[src/rtl/player_ring_tracker_pkg.sv]
// Shared types and defaults for the ring game position tracker.
package ring_game_pkg;

  typedef enum logic [1:0] {
    ST_IDLE = 2'd0,
    ST_DIV  = 2'd1,
    ST_LOAD = 2'd2,
    ST_PLAY = 2'd3
  } state_e;

  localparam int DEF_RING_LEN    = 24;
  localparam int DEF_NUM_PLAYERS = 4;

endpackage

[src/rtl/player_ring_tracker_btn_rise_det.sv]
// Rising-edge detector: registers the previous button level and flags 0->1.
module btn_rise_det (
  input  logic clk_i,
  input  logic rst_i,
  input  logic btn_i,
  output logic rise_o
);

  logic btn_q;
  logic btn_d;

  // Previous-cycle button level; updates every cycle so a held button fires once.
  always_ff @(posedge clk_i) begin
    if (rst_i) begin
      btn_q <= 1'b0;
    end else begin
      btn_q <= btn_d;
    end
  end

  // Next level and edge flag.
  always_comb begin
    btn_d  = btn_i;
    rise_o = btn_i & ~btn_q;
  end

endmodule

[src/rtl/player_ring_tracker.sv]
// Tracks token positions on a circular board: even start spacing, turn order,
// move/lap/capture pulses for downstream scoring.
module player_ring_tracker
  import ring_game_pkg::*;
#(
  parameter int NUM_PLAYERS = DEF_NUM_PLAYERS,
  parameter int RING_LEN    = DEF_RING_LEN,
  parameter int POS_W       = 5,
  parameter int STEP_W      = 3,
  parameter int IDX_W       = $clog2(NUM_PLAYERS)
) (
  input  logic                         clk,
  input  logic                         rst,
  input  logic                         start,
  input  logic [3:0]                   n_active,
  input  logic                         btn,
  input  logic                         match,
  input  logic [STEP_W-1:0]            step,
  output logic [NUM_PLAYERS*POS_W-1:0] pos_flat,
  output logic [IDX_W-1:0]             turn,
  output logic                         busy,
  output logic                         moved,
  output logic                         lap,
  output logic                         capture,
  output logic [IDX_W-1:0]             victim
);

  localparam logic [POS_W:0]   RING_LEN_C = (POS_W+1)'(RING_LEN);
  localparam logic [IDX_W:0]   NPL_C      = (IDX_W+1)'(NUM_PLAYERS);
  localparam logic [IDX_W-1:0] LAST_IDX_C = IDX_W'(NUM_PLAYERS - 1);

  state_e           state_q, state_d;
  logic [IDX_W:0]   nact_q, nact_d;
  logic [POS_W:0]   rem_q, rem_d;
  logic [POS_W:0]   quot_q, quot_d;
  logic [POS_W:0]   acc_q, acc_d;
  logic [IDX_W-1:0] idx_q, idx_d;
  logic [POS_W-1:0] pos_q [NUM_PLAYERS];
  logic [POS_W-1:0] pos_d [NUM_PLAYERS];
  logic [IDX_W-1:0] turn_q, turn_d;
  logic             busy_q, busy_d;
  logic             moved_q, moved_d;
  logic             lap_q, lap_d;
  logic             capture_q, capture_d;
  logic [IDX_W-1:0] victim_q, victim_d;

  logic             rise_s;
  logic [POS_W:0]   nact_ext_s;
  logic             div_go_s;
  logic [IDX_W:0]   nact_clamp_s;
  logic [POS_W:0]   sum_s;
  logic [POS_W-1:0] new_pos_s;
  logic             wrap_s;
  logic [IDX_W:0]   turn_inc_s;
  logic             cap_hit_s;
  logic [IDX_W-1:0] cap_idx_s;

  btn_rise_det u_btn_rise_det (
    .clk_i  (clk),
    .rst_i  (rst),
    .btn_i  (btn),
    .rise_o (rise_s)
  );

  // FSM state register.
  always_ff @(posedge clk) begin
    if (rst) begin
      state_q <= ST_IDLE;
    end else begin
      state_q <= state_d;
    end
  end

  // FSM next-state logic; start restarts from any state.
  always_comb begin
    state_d = state_q;
    if (start) begin
      state_d = ST_DIV;
    end else begin
      case (state_q)
        ST_IDLE: state_d = ST_IDLE;
        ST_DIV:  state_d = div_go_s ? ST_DIV : ST_LOAD;
        ST_LOAD: state_d = (idx_q == LAST_IDX_C) ? ST_PLAY : ST_LOAD;
        ST_PLAY: state_d = ST_PLAY;
        default: state_d = ST_IDLE;
      endcase
    end
  end

  // Shared arithmetic: clamp, division test, move sum and capture search.
  always_comb begin
    nact_ext_s = (POS_W+1)'(nact_q);
    div_go_s   = (rem_q >= nact_ext_s);
    if (n_active == 4'd0) begin
      nact_clamp_s = (IDX_W+1)'(1);
    end else if (int'(n_active) > NUM_PLAYERS) begin
      nact_clamp_s = NPL_C;
    end else begin
      nact_clamp_s = (IDX_W+1)'(n_active);
    end
    // Step is narrower than the ring, so one conditional subtract wraps.
    sum_s  = {1'b0, pos_q[turn_q]} + (POS_W+1)'(step);
    wrap_s = (sum_s >= RING_LEN_C);
    if (wrap_s) begin
      new_pos_s = POS_W'(sum_s - RING_LEN_C);
    end else begin
      new_pos_s = POS_W'(sum_s);
    end
    turn_inc_s = (IDX_W+1)'(turn_q) + (IDX_W+1)'(1);
    cap_hit_s  = 1'b0;
    cap_idx_s  = '0;
    for (int j = 0; j < NUM_PLAYERS; j++) begin
      if (!cap_hit_s && ((IDX_W+1)'(j) < nact_q) && (IDX_W'(j) != turn_q) &&
          (pos_q[j] == new_pos_s)) begin
        cap_hit_s = 1'b1;
        cap_idx_s = IDX_W'(j);
      end else begin
        cap_hit_s = cap_hit_s;
      end
    end
  end

  // Datapath and registered-output next values per FSM state.
  always_comb begin
    nact_d    = nact_q;
    rem_d     = rem_q;
    quot_d    = quot_q;
    acc_d     = acc_q;
    idx_d     = idx_q;
    pos_d     = pos_q;
    turn_d    = turn_q;
    busy_d    = busy_q;
    moved_d   = 1'b0;
    lap_d     = 1'b0;
    capture_d = 1'b0;
    victim_d  = '0;
    if (start) begin
      nact_d = nact_clamp_s;
      rem_d  = RING_LEN_C;
      quot_d = '0;
      busy_d = 1'b1;
    end else begin
      case (state_q)
        ST_DIV: begin
          if (div_go_s) begin
            rem_d  = rem_q - nact_ext_s;
            quot_d = quot_q + (POS_W+1)'(1);
          end else begin
            acc_d = '0;
            idx_d = '0;
          end
        end
        ST_LOAD: begin
          pos_d[idx_q] = ((IDX_W+1)'(idx_q) < nact_q) ? POS_W'(acc_q) : '0;
          acc_d        = acc_q + quot_q;
          if (idx_q == LAST_IDX_C) begin
            idx_d  = '0;
            turn_d = '0;
            busy_d = 1'b0;
          end else begin
            idx_d = idx_q + IDX_W'(1);
          end
        end
        ST_PLAY: begin
          if (rise_s && match) begin
            pos_d[turn_q] = new_pos_s;
            moved_d       = 1'b1;
            lap_d         = wrap_s;
            capture_d     = cap_hit_s;
            victim_d      = cap_hit_s ? cap_idx_s : '0;
          end else if (rise_s) begin
            turn_d = (turn_inc_s == nact_q) ? '0 : IDX_W'(turn_inc_s);
          end else begin
            turn_d = turn_q;
          end
        end
        default: begin
          busy_d = busy_q;
        end
      endcase
    end
  end

  // Datapath and output registers.
  always_ff @(posedge clk) begin
    if (rst) begin
      nact_q    <= (IDX_W+1)'(1);
      rem_q     <= '0;
      quot_q    <= '0;
      acc_q     <= '0;
      idx_q     <= '0;
      turn_q    <= '0;
      busy_q    <= 1'b0;
      moved_q   <= 1'b0;
      lap_q     <= 1'b0;
      capture_q <= 1'b0;
      victim_q  <= '0;
      for (int i = 0; i < NUM_PLAYERS; i++) begin
        pos_q[i] <= '0;
      end
    end else begin
      nact_q    <= nact_d;
      rem_q     <= rem_d;
      quot_q    <= quot_d;
      acc_q     <= acc_d;
      idx_q     <= idx_d;
      turn_q    <= turn_d;
      busy_q    <= busy_d;
      moved_q   <= moved_d;
      lap_q     <= lap_d;
      capture_q <= capture_d;
      victim_q  <= victim_d;
      for (int i = 0; i < NUM_PLAYERS; i++) begin
        pos_q[i] <= pos_d[i];
      end
    end
  end

  // Output mapping.
  always_comb begin
    pos_flat = '0;
    for (int i = 0; i < NUM_PLAYERS; i++) begin
      pos_flat[i*POS_W +: POS_W] = pos_q[i];
    end
    turn    = turn_q;
    busy    = busy_q;
    moved   = moved_q;
    lap     = lap_q;
    capture = capture_q;
    victim  = victim_q;
  end

endmodule

[config.mk]
export PLATFORM = sky130hd
export DESIGN_NAME = player_ring_tracker
export DESIGN_NICKNAME = d
export VERILOG_FILES = /design/src/rtl/player_ring_tracker_pkg.sv /design/src/rtl/player_ring_tracker_btn_rise_det.sv /design/src/rtl/player_ring_tracker.sv
export SDC_FILE = /design/constraint.sdc
export NUM_CORES = 1
export LEC_CHECK = 0
export ABC_AREA = 1
export CAP_MARGIN = 20
export CORE_MARGIN = 2
export CORE_UTILIZATION = 30
export DETAILED_ROUTE_END_ITERATION = 12
export GPL_TIMING_DRIVEN = 0
export SYNTH_ARGS = -nofsm -noshare
export SYNTH_HDL_FRONTEND = slang
export SYNTH_SLANG_ARGS = --single-unit
export TNS_END_PERCENT = 30
[constraint.sdc]
create_clock -name clk -period 2.8 [get_ports clk]
set_clock_uncertainty 0.15 [all_clocks]
set_input_delay 0.42 -clock clk [delete_from_list [all_inputs] [get_ports clk]]
set_output_delay 0.42 -clock clk [all_outputs]
set_load 0.05 [all_outputs]
==> impl_metrics.env, run 1 <==
export IMPL_status="finished, final reports clean"
export IMPL_worst_slack_ps=9.82
export IMPL_cpPeakStageDelay_ps=680
export IMPL_ys_seq_area_share_pct=30.8
export IMPL_pre_cts_ws_ps=-257
export IMPL_yosysMostFrequentCell="nand2_1"
export IMPL_yosys_area_top_type="dfxtp_1"
export IMPL_drv_cap=0
export IMPL_worstSetupPathType="reg -> reg"
export IMPL_fin_cells=671
export IMPL_clk_pin_slew_ps=100
export IMPL_synth_commonest_cells="nand2_1, inv_1, dfxtp_1, nor2_1, o21ai_0"
export IMPL_worstPathCellList="buf_8, o21ai_4, o22ai_2, ha_2, fa_2, inv_4, a21boi_2, o211ai_1, nor2_1, nand2_1, nor2_1, nand2_1, o21ai_1, nand2_1, a21oi_2"
export IMPL_clockBufferDepth=2
export IMPL_ios=40
export IMPL_dpl_cell_count=651
export IMPL_cts_buffers_inserted=5
export IMPL_postLayoutCoreUtil_pct=38.8
export IMPL_fp_dieH_um=110
export IMPL_synth_top_cells_by_area="dfxtp_1, nand2_1, ha_1, inv_1, o21ai_0"
export IMPL_p_switching_uw=382
export IMPL_cts_root_buf="clkbuf_8"
export IMPL_max_clock_freq_mhz=358
export IMPL_layout_nets=570
export IMPL_synth_cell_types=40
export IMPL_cts_sinks=52
export IMPL_track_usage_pct=16.0
export IMPL_fin_crit_ps=2790
export IMPL_total_power_uw=1470
export IMPL_p_seq_share_pct=52.2
export IMPL_overflow=0
export IMPL_rows=38
export IMPL_drcViolationCount=0
export IMPL_p_clk_share_pct=35.0
export IMPL_comb_power_share_pct=12.9
export IMPL_grt_max_degree=16
export IMPL_leakagePower_uw=0.00171
export IMPL_setup_viol=0
export IMPL_wirelength_um=9240
export IMPL_hold_class="reg -> reg"
export IMPL_relSlewSlack_pct=63.8
export IMPL_clock_latency_ps=310
export IMPL_critPathSlowestCell="fa_2"
export IMPL_worst_pin_slew_ps=543
export IMPL_avgSynthCellArea_sq_um=7.15
export IMPL_syn_cell_area_sq_um=3380
export IMPL_synthCells=472
export IMPL_firstDrtPassIters=4
export IMPL_drive_gt1_share_pct=13.0
export IMPL_vdd_drop_max_mv=0.225
export IMPL_grt_pass1_vias=3226
export IMPL_cp_common_cell="nand2_1"
export IMPL_rsz0062_at_grt="yes"
export IMPL_syn_to_final_growth_pct=25.2
export IMPL_antenna_found_initial=0
export IMPL_io_buffers=39
export IMPL_grt_pass1_wl_um=15300
export IMPL_sw_frac_of_total_pct=25.9
export IMPL_die_area_sq_um=12100
export IMPL_die_width_um=110
export IMPL_path_max_fanout=6
export IMPL_synth_edf_count=0
export IMPL_num_vias=3371
export IMPL_synthesis_nets=511
export IMPL_yosysWarnings=0
export IMPL_postRouteAntennaNets=0
export IMPL_hold_viol_final=0
export IMPL_post_route_period_util_pct=99.6
export IMPL_async_flop_share_pct=0
export IMPL_crit_required_ps=2900
export IMPL_cp_start_kind="flip-flop"
export IMPL_p_int_uw=1090
export IMPL_core_area_sq_um=10900
export IMPL_slew_violations=0
export IMPL_routabilityCongestion=0.843
export IMPL_fillCellCount=1152
export IMPL_cts_tree="done"
export IMPL_synth_seq_cells=52
export IMPL_floorplan_initialDensity_pct=31.0
export IMPL_power_density_nw_per_um2=349
export IMPL_wl_per_cell_um=13.8
export IMPL_hpwl_um=7110
export IMPL_whs_ps=303
export IMPL_routed_via_density=5.02
export IMPL_synth_flop_cell="dfxtp_1"
export IMPL_cp_end_kind="flip-flop"
export IMPL_yosysTopAreaCellShare_pct=30.8
export IMPL_worst_ep_arrival_time_ps=2890
export IMPL_num_antenna_cells=0
export IMPL_h_tree_depth=2
export IMPL_drt_iter0_drc=144
-- power by group through the flow --
| stage | clock network [uW] | registers (uW) | logic [uW] |
|---|---|---|---|
| after floorplan | 0 | 786 | 123 |
| after global placement | 0 | 786 | 176 |
| after CTS | 527 | 768 | 184 |
| after detailed placement | 0 | 786 | 180 |
| after global routing | 563 | 771 | 215 |
| final | 515 | 768 | 190 |
-- sequential cells by signal (all words and copies together), names as in the netlist, 2 cells and up --
name and count:
acc_q 5, turn 2, nact_q 3, pos_flat 20, quot_q 5, state_q 2
idx_q 2, rem_q 6, victim 2
-- path summary, 6_finish.rpt --
path | from | end | slack, ps | cells after the start
worst max-delay path | turn[0]$_SDFFE_PP0P_ | victim[0]$_SDFF_PP0_ | 10 | 15
worst min-delay path | rem_q[5]$_SDFFE_PP0P_ | rem_q[5]$_SDFFE_PP0P_ | 300 | 1
worst max register to register | turn[0]$_SDFFE_PP0P_ | victim[0]$_SDFF_PP0_ | 10 | 15
worst min register to register | rem_q[5]$_SDFFE_PP0P_ | rem_q[5]$_SDFFE_PP0P_ | 300 | 1
-- per-layer routing --
layer | vias up | routed length, um | global-route usage [%]
met4 | 0 | 132 | 3.89
met2 | 72 | 4490 | 28.0
met3 | 13 | 426 | 2.82
met1 | 1594 | 4190 | 20.3
met5 | - | 0 | 0
li1 | 1692 | - | -
-- cell families (layout without fill, tap and decap cells) --
family                   Yosys count  count (layout)  share of synthesized area, %
AO/OA/AOI/OAI                    117             117                          20.4
buffers and inverters             73             132                          8.53
XOR/XNOR                          15              15                          4.11
AND/OR/NAND/NOR                  188             188                          25.5
flip-flops                        52              52                          30.8
adder cells (fa/ha/maj)           27              27                          10.7
-- worst max-delay path, delay by kind of cell, from the launching register on --
| kind | cells | cell delay (ps) |
|---|---|---|
| AO/OA/AOI/OAI | 6 | 640 |
| adder cells (fa/ha/maj) | 2 | 880 |
| buffers and inverters | 2 | 200 |
| flip-flops | 1 | 390 |
| AND/OR/NAND/NOR | 5 | 480 |
-- repair_timing --
| action | CTS | global route |
|---|---|---|
| buffers inserted | 6 | 8 |
| resized for setup | 14 | 7 |
| setup endpoints to repair | 3 | 7 |
| pin swaps | 11 | 14 |
| hold buffers | 0 | 0 |
-- through the flow --
stage	area (sq um)	setup TNS (ps)
4_1_cts	4150	-84.5
5_1_grt	4230	-417
6_report	4230	0
3_5_place_dp	3960	-688
3_3_place_gp	3960	-633
2_1_floorplan	3390	0
-- cell usage in the layout (no fill, tap or decap), types with 9 or more instances in the layout --
cell type         n
a21oi_1          28
a31oi_1          10
buf_4            13
clkdlybuf4s50_1  39
dfxtp_1          50
ha_1             22
inv_1            56
nand2_1          85
nand2_2           9
nand3_1          24
nor2_1           44
nor3_1            9
o21ai_0          37
o22ai_1          14
xnor2_1           9
-- final cells by class --
cell class / instances / area, sq um / share of cell area (%)
multi-input combinational: 347 / 2110 / 50.0
sequential: 52 / 1050 / 24.8
timing repair buffer: 53 / 499 / 11.8
inverter: 67 / 259 / 6.13
tap: 140 / 175 / 4.15
clock buffer: 6 / 72.6 / 1.72
clock inverter: 1 / 30.0 / 0.711
buffer: 5 / 30.0 / 0.711
(Power assumes the default switching activity.)
==> run 2: changes to the inputs <==
--- a/config.mk
+++ b/config.mk
@@ -11,6 +11,7 @@
 export CORE_UTILIZATION = 30
 export DETAILED_ROUTE_END_ITERATION = 12
 export GPL_TIMING_DRIVEN = 0
+export PLACE_DENSITY = 0.56
 export SYNTH_ARGS = -nofsm -noshare
 export SYNTH_HDL_FRONTEND = slang
 export SYNTH_SLANG_ARGS = --single-unit
==> impl_metrics.env, run 2 (synthesis results as in run 1) <==
export IMPL_status="finished, final reports clean"
export IMPL_critPathSlowestCell="fa_2"
export IMPL_p_int_uw=1130
export IMPL_rows=38
export IMPL_num_vias=3303
export IMPL_clock_latency_ps=300
export IMPL_p_seq_share_pct=50.7
export IMPL_path_max_fanout=6
export IMPL_dpl_cell_count=651
export IMPL_worstSetupPathType="reg -> reg"
export IMPL_dr_max_layer_used="met4"
export IMPL_max_clock_freq_mhz=364
export IMPL_cp_end_kind="flip-flop"
export IMPL_num_antenna_cells=0
export IMPL_relSlewSlack_pct=61.7
export IMPL_cpPeakStageDelay_ps=670
export IMPL_drt_met1_wl_um=4320
export IMPL_crit_required_ps=2900
export IMPL_syn_to_final_growth_pct=27.5
export IMPL_routed_via_density=4.91
export IMPL_track_usage_pct=15.5
export IMPL_wl_met3_um=401
export IMPL_core_area_sq_um=10900
export IMPL_worstPathCellList="buf_6, o21ai_2, o22ai_2, ha_2, fa_2, buf_6, xor2_1, nor2_2, nand4_4, nor2_4, nand2_2, nand2_2, nand2_2, a21oi_2"
export IMPL_clk_pin_slew_ps=100
export IMPL_comb_power_share_pct=12.9
export IMPL_clockBufferDepth=2
export IMPL_wl_met2_um=4270
export IMPL_p_switching_uw=392
export IMPL_grt_max_degree=17
export IMPL_drv_cap=0
export IMPL_cts_buffers_inserted=5
export IMPL_vdd_drop_max_mv=0.229
export IMPL_antenna_found_initial=0
export IMPL_cp_common_cell="nand2_2"
export IMPL_sw_frac_of_total_pct=25.8
export IMPL_drive_gt1_share_pct=16.1
export IMPL_fp_dieH_um=110
export IMPL_hold_class="reg -> reg"
export IMPL_fillCellCount=1141
export IMPL_worst_pin_slew_ps=574
export IMPL_fin_cells=673
export IMPL_layout_nets=571
export IMPL_routabilityCongestion=0.860
export IMPL_drcViolationCount=0
export IMPL_ios=40
export IMPL_io_buffers=39
export IMPL_wirelength_um=9100
export IMPL_power_density_nw_per_um2=353
export IMPL_rsz0062_at_grt="yes"
export IMPL_firstDrtPassIters=4
export IMPL_final_cell_mix="nand2_1, inv_1, dfxtp_1"
export IMPL_die_area_sq_um=12100
export IMPL_postRouteAntennaNets=0
export IMPL_cp_start_kind="flip-flop"
export IMPL_overflow=0
export IMPL_hold_viol_final=0
export IMPL_worst_ep_arrival_time_ps=2850
export IMPL_hpwl_um=7050
export IMPL_final_common_cell="nand2_1"
export IMPL_slew_violations=0
export IMPL_post_route_period_util_pct=98.1
export IMPL_leakagePower_uw=0.00175
export IMPL_floorplan_initialDensity_pct=31.0
export IMPL_cts_tree="done"
export IMPL_grt_pass1_wl_um=14700
export IMPL_wl_per_cell_um=13.5
export IMPL_grt_pass1_vias=3080
export IMPL_p_clk_share_pct=36.5
export IMPL_cts_root_buf="clkbuf_8"
export IMPL_h_tree_depth=2
export IMPL_cts_sinks=52
export IMPL_drt_iter0_drc=166
export IMPL_largest_register_ffs=20
export IMPL_fin_crit_ps=2750
export IMPL_die_width_um=110
export IMPL_setup_viol=0
export IMPL_total_power_uw=1520
==> run 2: layout make-up <==
type                    instances  area [sq um]  share of cell area, %
plain buffers                   5          26.3                  0.610
clock buffers                   6          82.6                   1.92
clock inverters                 2          38.8                  0.901
inverters                      67           259                   6.02
multi-input cells             347          2150                   50.1
flip-flops and latches         52          1050                   24.4
well taps                     140           175                   4.07
repair buffers                 54           519                   12.1
==> run 2: per-stage QoR <==
stage | utilization, % | instance area [sq um] | TNS [ps] | hold slack (ps) | setup WS, ps
final | 39.5 | 4300 | 0 | 318 | 53.7
after detailed placement | 36.4 | 3960 | -573 | 302 | -219
after global routing | 39.5 | 4300 | -113 | 337 | -59.6
after floorplan | - | 3390 | 0 | 273 | 5.30
after CTS | 38.2 | 4160 | 0 | 318 | 3.00
after global placement | 36.4 | 3960 | -638 | 284 | -241
==> run 2: power by group through the flow <==
stage	logic, uW	registers [uW]	clock network, uW
6_report	195	769	553
5_1_grt	218	772	588
4_1_cts	185	769	567
3_5_place_dp	180	787	0
3_3_place_gp	177	786	0
2_1_floorplan	123	786	0
==> run 2: final timing paths <==
check,start,endpoint,slack (ps),cells after the start
max,turn[0]$_SDFFE_PP0P_,victim[0]$_SDFF_PP0_,50,14
min,rem_q[5]$_SDFFE_PP0P_,rem_q[5]$_SDFFE_PP0P_,320,1
max reg2reg,turn[0]$_SDFFE_PP0P_,victim[0]$_SDFF_PP0_,50,14
min reg2reg,rem_q[5]$_SDFFE_PP0P_,rem_q[5]$_SDFFE_PP0P_,320,1
==> run 2: worst max-delay path, delay by kind of cell, from the launching register on <==
kind                     cells  cell delay (ps)
XOR/XNOR                     1               70
adder cells (fa/ha/maj)      2              860
buffers and inverters        2              250
AO/OA/AOI/OAI                3              350
AND/OR/NAND/NOR              6              610
flip-flops                   1              390
==> run 2: timing repair <==
| action | in CTS | in global routing |
|---|---|---|
| gates resized for setup | 13 | 19 |
| buffers inserted | 6 | 9 |
| setup endpoints to repair | 3 | 7 |
| pin swaps | 8 | 14 |
| hold buffers | 0 | 0 |
| gates cloned | 0 | 0 |
==> run 2: metal layers <==
layer	track usage, %	up-vias
li1	-	1700
met1	20.6	1516
met2	26.0	75
met3	2.41	12
met4	3.98	0
met5	0	-
==> run 3: changes to the inputs <==
--- a/config.mk
+++ b/config.mk
@@ -5,7 +5,6 @@
 export SDC_FILE = /design/constraint.sdc
 export NUM_CORES = 1
 export LEC_CHECK = 0
-export ABC_AREA = 1
 export CAP_MARGIN = 20
 export CORE_MARGIN = 2
 export CORE_UTILIZATION = 30
==> impl_metrics.env, run 3 <==
export IMPL_status="complete, but fails checks"
export IMPL_core_area_sq_um=10800
export IMPL_comb_power_share_pct=12.2
export IMPL_largest_register_ffs=20
export IMPL_synth_edf_count=0
export IMPL_fillCellCount=1109
export IMPL_routabilityCongestion=0.836
export IMPL_min_to="acc_q[4]$_SDFFE_PP0P_"
export IMPL_floorplan_initialDensity_pct=30.6
export IMPL_die_width_um=109
export IMPL_whs_ps=328
export IMPL_use_met3_pct=2.39
export IMPL_syn_to_final_growth_pct=25.7
export IMPL_fin_crit_ps=3220
export IMPL_layout_nets=472
export IMPL_postRouteAntennaNets=0
export IMPL_sw_frac_of_total_pct=27.2
export IMPL_use_met1_pct=19.4
export IMPL_avgSynthCellArea_sq_um=8.68
export IMPL_syn_cell_area_sq_um=3300
export IMPL_worst_pin_slew_ps=625
export IMPL_reg2reg_to="victim[1]$_SDFF_PP0_"
export IMPL_worst_ep_arrival_time_ps=3310
export IMPL_max_clock_freq_mhz=311
export IMPL_async_flop_share_pct=0
export IMPL_reg2reg_depth=10
export IMPL_drt_iter0_drc=90
export IMPL_grt_max_degree=17
export IMPL_worst_slack_ps=-416
export IMPL_h_tree_depth=2
export IMPL_rsz0062_at_grt="yes"
export IMPL_routed_via_density=5.05
export IMPL_synth_top_cells_by_area="dfxtp_1, ha_1, nor2_1, a21oi_1, xnor2_1"
export IMPL_r2r_start="turn[0]$_SDFFE_PP0P_"
export IMPL_final_cell_mix="nor2_1, dfxtp_1, clkdlybuf4s50_1"
export IMPL_drcViolationCount=0
export IMPL_vdd_drop_max_mv=0.226
export IMPL_p_int_uw=1000
export IMPL_grt_pass1_wl_um=14200
export IMPL_power_density_nw_per_um2=332
export IMPL_violations="setup timing"
export IMPL_overflow=0
export IMPL_synth_commonest_cells="dfxtp_1, nor2_1, a21oi_1, ha_1, o21ai_0"
export IMPL_firstDrtPassIters=4
export IMPL_cts_buffers_inserted=5
export IMPL_pre_cts_ws_ps=-962
export IMPL_r2r_slack_ps=-420
export IMPL_die_area_sq_um=11800
export IMPL_cp_end_kind="flip-flop"
export IMPL_yosys_area_top_type="dfxtp_1"
export IMPL_p_seq_share_pct=55.5
export IMPL_hp_start="acc_q[4]$_SDFFE_PP0P_"
export IMPL_yosysWarnings=0
export IMPL_clock_latency_ps=310
export IMPL_critPathSlowestCell="fa_2"
export IMPL_track_usage_pct=15.4
export IMPL_final_area_sq_um=4150
export IMPL_synth_cell_types=57
export IMPL_post_route_period_util_pct=115
export IMPL_hpwl_um=6640
export IMPL_num_antenna_cells=0
export IMPL_busiest_layer="met2"
export IMPL_cts_root_buf="clkbuf_8"
export IMPL_hold_path_cell_count=2
export IMPL_hold_class="reg -> reg"
export IMPL_ios=40
export IMPL_worstPathCellList="mux4_2, ha_4, fa_2, xor2_1, nor4_2, o311a_1, o31ai_1, a211o_1, a21boi_2, nor3b_2"
export IMPL_drive_gt1_share_pct=14.3
export IMPL_tns_ps=-2230
export IMPL_grt_pass1_vias=2905
export IMPL_cp_start_kind="flip-flop"
export IMPL_slew_violations=0
export IMPL_io_buffers=39
export IMPL_yosysTopAreaCellShare_pct=31.6
export IMPL_clockBufferDepth=2
export IMPL_synth_flop_cell="dfxtp_1"
export IMPL_synth_seq_cells=52
export IMPL_rows=38
export IMPL_p_clk_share_pct=32.3
export IMPL_ys_seq_area_share_pct=31.6
export IMPL_setup_viol=11
export IMPL_dpl_cell_area_sq_um=3910
export IMPL_crit_required_ps=2890
export IMPL_synthCells=380
export IMPL_fp_dieH_um=109
export IMPL_relSlewSlack_pct=58.3
export IMPL_cts_sinks=52
export IMPL_grtUsageMet2_pct=26.7
export IMPL_path_delay_family="adder cells"
export IMPL_postLayoutCoreUtil_pct=38.4
export IMPL_path_max_fanout=5
export IMPL_clk_pin_slew_ps=100
export IMPL_wirelength_um=8610
export IMPL_path_buf_inv=0
export IMPL_antenna_found_initial=0
export IMPL_leakagePower_uw=0.00151
export IMPL_p_switching_uw=374
export IMPL_worstSetupPathType="reg -> reg"
export IMPL_drv_cap=0
export IMPL_yosysMostFrequentCell="dfxtp_1"
export IMPL_cpPeakStageDelay_ps=610
export IMPL_synthesis_nets=419
export IMPL_num_vias=2896
export IMPL_hold_viol_final=0
export IMPL_wl_per_cell_um=15.0
export IMPL_cts_tree="done"
## run 3: changes by cell type after synthesis, sizes merged, moves of 6 or more
cell,previous run,this run
a31oi,10,1
clkbuf,4,10
o22ai,15,9
nand2b,0,6
mux2i,0,6
nand3,27,8
xor2,5,15
buf,2,8
o221ai,0,8
a211oi,6,18
inv,65,18
nand2,100,16
o21ai,41,23
## run 3: repair_timing
action,4_1_cts,5_1_grt
setup endpoints to repair,25,22
setup buffers,7,3
pin swaps,10,3
hold buffers,0,0
gates resized for setup,11,16
endpoints found under the hold margin,0,0
## run 3: power groups by stage
stage | clock, uW | sequential [uW] | combinational (uW)
after floorplan | 0 | 781 | 103
after global placement | 0 | 780 | 152
after detailed placement | 0 | 780 | 154
after CTS | 458 | 764 | 163
after global routing | 480 | 766 | 188
final | 444 | 764 | 168
## run 3: logic make-up after synthesis
kind of cell	after synthesis	share of synthesized area (%)
mux	11	5.58
simple gates	121	18.6
flops	52	31.6
compound gates	103	20.5
xor+xnor	30	7.97
buf+inv	36	4.89
fa+ha+maj	27	10.9
## run 3: stage by stage
stage	instances	power (uW)
global placement	559	933
floorplan	380	884
finish	574	1380
detailed placement	559	935
global route	574	1430
CTS	572	1380
## run 3: worst max path at each step
stage | startpoint | to | slack, ps | depth (start not counted)
after floorplan | turn[0]$_SDFFE_PP0P_ | victim[1]$_SDFF_PP0_ | -490 | 11
after global placement | turn[0]$_SDFFE_PP0P_ | capture$_SDFF_PP0_ | -910 | 12
after detailed placement | turn[0]$_SDFFE_PP0P_ | capture$_SDFF_PP0_ | -960 | 12
after CTS | turn[0]$_SDFFE_PP0P_ | victim[1]$_SDFF_PP0_ | -400 | 10
after global routing | turn[0]$_SDFFE_PP0P_ | capture$_SDFF_PP0_ | -460 | 9
final | turn[0]$_SDFFE_PP0P_ | victim[1]$_SDFF_PP0_ | -420 | 10
## run 3: layout make-up
cell class,instances,area [sq um],share of cell area [%]
multi-input combinational,292,2220,53.5
inverter,18,67.6,1.63
buffer,15,78.8,1.90
clock inverter,3,18.8,0.453
clock buffer,5,68.8,1.66
sequential,52,1050,25.4
tap,140,175,4.22
timing repair buffer,49,465,11.2
## run 3: metal layers
| metal | share of wire (%) | up-vias |
|---|---|---|
| li1 | - | 1481 |
| met1 | 46 | 1353 |
| met2 | 49 | 49 |
| met3 | 3.1 | 13 |
| met4 | 2.0 | 0 |
| met5 | 0 | - |
## run 3: worst min-delay path: stages (launching register included)
cell and delay (ps):
dfxtp_1 340, o21ai_2 50, a21oi_1 50
